==> src/rtl/sdram_init_seq.sv <==
// SDR SDRAM power-up / re-init sequencer: wait, precharge-all, N_REF auto-refreshes,
// load mode register, then hands the bus to the controller. START re-runs it without the wait.
module sdram_init_seq #(
  parameter int CLK_MHZ      = 32,
  parameter int T_INIT_US    = 200,
  parameter int T_RP         = 2,
  parameter int T_RFC        = 8,
  parameter int T_MRD        = 2,
  parameter int N_REF        = 8,
  parameter int CAS_LAT      = 2,
  parameter int BURST_LEN    = 1,
  parameter int BURST_TYPE   = 0,
  parameter int WRITE_SINGLE = 0,
  parameter int ADDR_W       = 13,
  parameter int BA_W         = 2,
  parameter int DQM_W        = 2
) (
  input  logic              CLK,
  input  logic              RESET,
  input  logic              START,
  output logic              sdr_CKE,
  output logic [3:0]        sdr_n_CS_WE_RAS_CAS,
  output logic [BA_W-1:0]   sdr_BA,
  output logic [ADDR_W-1:0] sdr_ADDR,
  output logic [DQM_W-1:0]  sdr_DQM,
  output logic              init_busy,
  output logic              init_done
);

  localparam int W       = CLK_MHZ * T_INIT_US;
  localparam int MAX_A   = (W > T_RFC) ? W : T_RFC;
  localparam int MAX_B   = (T_MRD > T_RP) ? T_MRD : T_RP;
  localparam int CNT_MAX = (MAX_A > MAX_B) ? MAX_A : MAX_B;
  localparam int CNT_W   = $clog2(CNT_MAX + 1);
  localparam int REF_W   = $clog2(N_REF + 1);

  localparam logic [3:0] CMD_INHIBIT = 4'b1111;
  localparam logic [3:0] CMD_NOP     = 4'b0111;
  localparam logic [3:0] CMD_PRE     = 4'b0001;
  localparam logic [3:0] CMD_REF     = 4'b0100;
  localparam logic [3:0] CMD_LMR     = 4'b0000;

  function automatic logic [2:0] bl_code(input int bl);
    case (bl)
      1:       return 3'b000;
      2:       return 3'b001;
      4:       return 3'b010;
      8:       return 3'b011;
      0:       return 3'b111;
      default: return 3'b000;
    endcase
  endfunction

  localparam logic [2:0] CAS_BITS = CAS_LAT[2:0];
  localparam logic [9:0] MR_BITS  = {WRITE_SINGLE[0], 2'b00, CAS_BITS, BURST_TYPE[0],
                                     bl_code(BURST_LEN)};
  localparam logic [ADDR_W-1:0] MODE_WORD = {{(ADDR_W-10){1'b0}}, MR_BITS};
  localparam logic [ADDR_W-1:0] PRE_ALL   = ADDR_W'(1) << 10;

  typedef enum logic [2:0] {S_WAIT, S_PRE, S_REF, S_MRS, S_DONE} state_t;

  state_t             state, state_n;
  logic [CNT_W-1:0]   cnt, cnt_n;
  logic [REF_W-1:0]   ref_cnt, ref_n;
  logic [3:0]         cmd_n;
  logic [ADDR_W-1:0]  addr_n;
  logic [DQM_W-1:0]   dqm_n;
  logic               busy_n, done_n;

  // cnt counts cycles since the last command; a command state entered with cnt=0
  // issues its command on the following edge (used by the wait and by START).
  always_comb begin
    state_n = state;
    cnt_n   = cnt;
    ref_n   = ref_cnt;
    cmd_n   = CMD_NOP;
    addr_n  = '0;
    dqm_n   = '1;
    busy_n  = 1'b1;
    done_n  = 1'b0;
    case (state)
      S_WAIT: begin
        if (cnt == CNT_W'(W - 1)) begin
          state_n = S_PRE;
          cnt_n   = '0;
        end else begin
          cnt_n = cnt + CNT_W'(1);
        end
      end
      S_PRE: begin
        if (cnt == '0) begin
          cmd_n  = CMD_PRE;
          addr_n = PRE_ALL;
          cnt_n  = CNT_W'(1);
        end else if (cnt == CNT_W'(T_RP)) begin
          cmd_n   = CMD_REF;
          state_n = S_REF;
          cnt_n   = CNT_W'(1);
          ref_n   = REF_W'(1);
        end else begin
          cnt_n = cnt + CNT_W'(1);
        end
      end
      S_REF: begin
        if (cnt == CNT_W'(T_RFC)) begin
          cnt_n = CNT_W'(1);
          if (ref_cnt == REF_W'(N_REF)) begin
            cmd_n   = CMD_LMR;
            addr_n  = MODE_WORD;
            state_n = S_MRS;
          end else begin
            cmd_n = CMD_REF;
            ref_n = ref_cnt + REF_W'(1);
          end
        end else begin
          cnt_n = cnt + CNT_W'(1);
        end
      end
      S_MRS: begin
        if (cnt == CNT_W'(T_MRD)) begin
          state_n = S_DONE;
          dqm_n   = '0;
          busy_n  = 1'b0;
          done_n  = 1'b1;
        end else begin
          cnt_n = cnt + CNT_W'(1);
        end
      end
      S_DONE: begin
        if (START) begin
          state_n = S_PRE;
          cnt_n   = '0;
        end else begin
          dqm_n  = '0;
          busy_n = 1'b0;
          done_n = 1'b1;
        end
      end
      default: state_n = S_WAIT;
    endcase
  end

  always_ff @(posedge CLK or posedge RESET) begin
    if (RESET) begin
      state               <= S_WAIT;
      cnt                 <= '0;
      ref_cnt             <= '0;
      sdr_CKE             <= 1'b0;
      sdr_n_CS_WE_RAS_CAS <= CMD_INHIBIT;
      sdr_BA              <= '0;
      sdr_ADDR            <= '0;
      sdr_DQM             <= '1;
      init_busy           <= 1'b1;
      init_done           <= 1'b0;
    end else begin
      state               <= state_n;
      cnt                 <= cnt_n;
      ref_cnt             <= ref_n;
      sdr_CKE             <= 1'b1;
      sdr_n_CS_WE_RAS_CAS <= cmd_n;
      sdr_BA              <= '0;
      sdr_ADDR            <= addr_n;
      sdr_DQM             <= dqm_n;
      init_busy           <= busy_n;
      init_done           <= done_n;
    end
  end

endmodule
==> config.mk <==
export PLATFORM = sky130hd
export DESIGN_NAME = sdram_init_seq
export DESIGN_NICKNAME = d
export VERILOG_FILES = /design/src/rtl/sdram_init_seq.sv
export SDC_FILE = /design/constraint.sdc
export NUM_CORES = 1
export LEC_CHECK = 0
export CAP_MARGIN = 20
export CELL_PAD_IN_SITES_DETAIL_PLACEMENT = 1
export CELL_PAD_IN_SITES_GLOBAL_PLACEMENT = 1
export CORE_MARGIN = 5
export CORE_UTILIZATION = 47
export CTS_BUF_LIST = sky130_fd_sc_hd__clkbuf_8
export CTS_CLUSTER_DIAMETER = 80
export DETAILED_ROUTE_END_ITERATION = 10
export PLACE_DENSITY = 0.87
export RECOVER_POWER = 25
export SYNTH_ARGS = -nofsm -noshare
export SYNTH_HDL_FRONTEND = slang
export SYNTH_SLANG_ARGS = --single-unit
export TNS_END_PERCENT = 1
==> constraint.sdc <==
create_clock -name CLK -period 3.4 [get_ports CLK]
set_input_delay 1.02 -clock CLK [delete_from_list [all_inputs] [get_ports CLK]]
set_output_delay 1.02 -clock CLK [all_outputs]
set_load 0.005 [all_outputs]
==> results.json <==
{
  "outcome": "finished, violations left",
  "violations": "capacitance limit, slew limit",
  "crit-reg2reg-launch": "cnt[0]",
  "cts-root-buf": "clkbuf_8",
  "die_h_um": 73.2,
  "layout-drive-gt1-share_pct": 21.0,
  "die_w_um": 73.2,
  "leakagePower_uw": 0.000869,
  "grt_pass1_vias": 1525,
  "holdPathEnd": "ref_cnt[1]",
  "internal-power_uw": 752,
  "fmax_ghz": 0.396,
  "rows": 23,
  "syn_area_um2": 1880,
  "grt_usage_pct": 18.0,
  "drtIter0Drc": 70,
  "hold_viol": 0,
  "p_sw_uw": 456,
  "final.setup_skew_ns": 0.00777,
  "postRouteAntennaNets": 0,
  "syn_inst": 190,
  "area_growth_pct": 10.3,
  "pwr-share-clk_pct": 25.9,
  "whs_ns": 0.582,
  "holdPathStages": 1,
  "wl_per_cell_um": 16.5,
  "n_antenna_cell": 0,
  "synth_cell_type_count": 51,
  "critPathMaxFanout": 29,
  "drc_errors": 0,
  "max-slew-margin-rel_pct": -6.85,
  "cts_resized": 0,
  "hpwl_um": 3040,
  "cts_setup_buffers": 0,
  "synth_edf_count": 0,
  "post-route-min-period_ns": 2.53,
  "grt_pass1_wl_um": 7360,
  "hold_start": "ref_cnt[1]",
  "power_density_nw_per_um2": 584,
  "dieArea_um2": 5350,
  "path_class": "in2async",
  "r2r_cells": 7,
  "overflow": 0,
  "critPathLaunchType": "primary input",
  "start_util_pct": 47.6,
  "yosys_warnings": 0,
  "finalCritPeriodShare_pct": 74.3,
  "slew_violations": 30,
  "cts.sinks": 29,
  "cts_tree": "built",
  "antenna_found_initial": 0,
  "worst_pin_slew_ns": 1.60,
  "first_pass_iters": 4,
  "required_ns": 3.49,
  "via_per_inst": 5.58,
  "hold_class": "reg2reg",
  "maxCapViolations": 1,
  "clk_pin_slew_worst_paths_ns": 0.07,
  "power.share.sequential_pct": 47.3,
  "grt_max_degree": 30,
  "port_buffers": 13,
  "core_um2": 3940,
  "end_kind": "asynchronous set/reset pin",
  "setup-violations-final": 0,
  "switching_share_pct": 37.7,
  "gp_congestion": 0.795,
  "ir_drop_mv": 0.244,
  "r2r-end": "cnt[10]",
  "power_uw": 1210,
  "cts-buffers-inserted": 5,
  "tns_ns": 0,
  "clk_latency_ns": 0.28,
  "cts_buffer_depth": 2,
  "drt_wl_total_um": 4210,
  "async_flop_share_pct": 100,
  "ys.flop_type": "dfrtp_1",
  "num_vias": 1424,
  "ys_seq_area_share_pct": 39.0,
  "combPwrFrac_pct": 26.8,
  "cts.htree.levels": 2,
  "ys_seq_elements": 29,
  "critPathArrivalTime_ns": 2.62,
  "r2r_setup_slack_ns": 1.14,
  "rsz0062_at_grt": "false",
  "postSynthAreaPerCell_um2": 9.87,
  "nNetsFinal": 212,
  "postCtsHoldBufs": 0,
  "pin_count": 27
}
==> state kept, by name, summed over array words and instances (netlist names) <==
name	flops
state	3
sdr_n_CS_WE_RAS_CAS	4
sdr_DQM	1
sdr_CKE	1
cnt	13
ref_cnt	4
init_done	1
sdr_ADDR	2
==> cells in the final DEF (no fill, tap or decap), types with 3 or more instances in the layout <==
| cell type | synthesis | layout |
|---|---|---|
| dfrtp_1 | 24 | 24 |
| nand2_1 | 19 | 19 |
| conb_1 | 2 | 15 |
| nor2_1 | 14 | 14 |
| nand3_1 | 13 | 13 |
| clkdlybuf4s50_1 | 0 | 13 |
| inv_1 | 10 | 10 |
| nor3_1 | 7 | 7 |
| clkbuf_8 | 0 | 7 |
| nand4_1 | 5 | 5 |
| o311ai_1 | 5 | 5 |
| ha_1 | 5 | 5 |
| dfstp_2 | 5 | 5 |
| or2_2 | 4 | 4 |
| nor3_2 | 4 | 4 |
| nand3_2 | 4 | 4 |
| o311ai_2 | 4 | 4 |
| a21oi_1 | 3 | 3 |
| nand2b_1 | 3 | 3 |
| o21ai_0 | 3 | 3 |
==> through the flow <==
| stage | util (%) | cell area [µm²] | cells | setup WS, ns |
|---|---|---|---|---|
| floorplan | - | 1920 | 203 | 1.50 |
| global placement | 50.0 | 1970 | 247 | 0.867 |
| detailed placement | 50.0 | 1970 | 247 | 0.791 |
| CTS | 52.6 | 2070 | 255 | 1.04 |
| global route | 52.5 | 2070 | 255 | 0.494 |
| finish | 52.5 | 2070 | 255 | 0.872 |
==> kinds of logic (layout without fill, tap and decap cells) <==
kind of cell / after synthesis / count (layout) / synth area share [%]
flip-flops: 29 / 29 / 39.0
AND/OR/NAND/NOR: 91 / 91 / 30.8
XOR/XNOR: 2 / 2 / 0.934
adder cells (fa/ha/maj): 5 / 5 / 3.34
AO/OA/AOI/OAI: 29 / 29 / 14.4
other: 2 / 15 / 0.400
buffers and inverters: 31 / 33 / 10.6
multiplexers: 1 / 1 / 0.534
==> worst max-delay path, cell delays in order <==
cell	delay [ns]
clkdlybuf4s50_1	0.40
inv_1	0.05
clkbuf_1	1.15
==> power by group through the flow <==
stage / registers, µW / logic, µW / clock network [µW]
4_1_cts: 568 / 328 / 319
3_3_place_gp: 564 / 305 / 0
5_1_grt: 588 / 359 / 339
3_5_place_dp: 569 / 324 / 0
6_report: 571 / 323 / 313
2_1_floorplan: 505 / 312 / 0
==> worst max-delay path by stage <==
stage	start	to	slack, ns
finish	RESET	sdr_ADDR[10]	0.87
global route	RESET	ref_cnt[3]	0.49
floorplan	START	cnt[10]	1.50
global placement	START	cnt[9]	0.87
CTS	sdr_DQM[0]	sdr_DQM[1]	1.04
detailed placement	START	cnt[10]	0.79
==> Yosys cell counts (2+ instances only) <==
library cell  number  area, µm²
nor2_1            14       52.6
nand3_1           13       65.1
ha_1               5       62.6
o311ai_1           5       43.8
nor3_2             4       40.0
o311ai_2           4       65.1
inv_1             10       37.5
nor3_1             7       35.0
dfrtp_1           24        601
nand2b_1           3       18.8
buf_2              3       15.0
nand3b_1           2       15.0
nand4_1            5       31.3
xnor2_1            2       17.5
a22o_1             2       17.5
o21ai_0            3       15.0
conb_1             2       7.51
nor4_2             2       25.0
nand2_1           19       71.3
buf_6              3       33.8
or2_2              4       25.0
dfstp_2            5        131
a21oi_1            3       15.0
buf_4             15        113
nor4_4             2       42.5
nand3_2            4       40.0
==> cell type report <==
cell class	count	area, µm²
Fill cell	441	1870
Multi-Input combinational cell	143	993
Sequential cell	29	732
Timing Repair Buffer	15	141
Clock buffer	7	96.3
Tap cell	50	62.6
Inverter	10	37.5
Clock inverter	1	5.00
==> layer usage <==
metal	GRT usage, %	vias up	wire length [µm]
met3	4.13	6	156
li1	-	675	-
met2	29.6	32	2090
met4	6.76	0	72
met1	22.8	711	1900
met5	0	-	0
No activity file was read; power rests on OpenSTA's default activity.
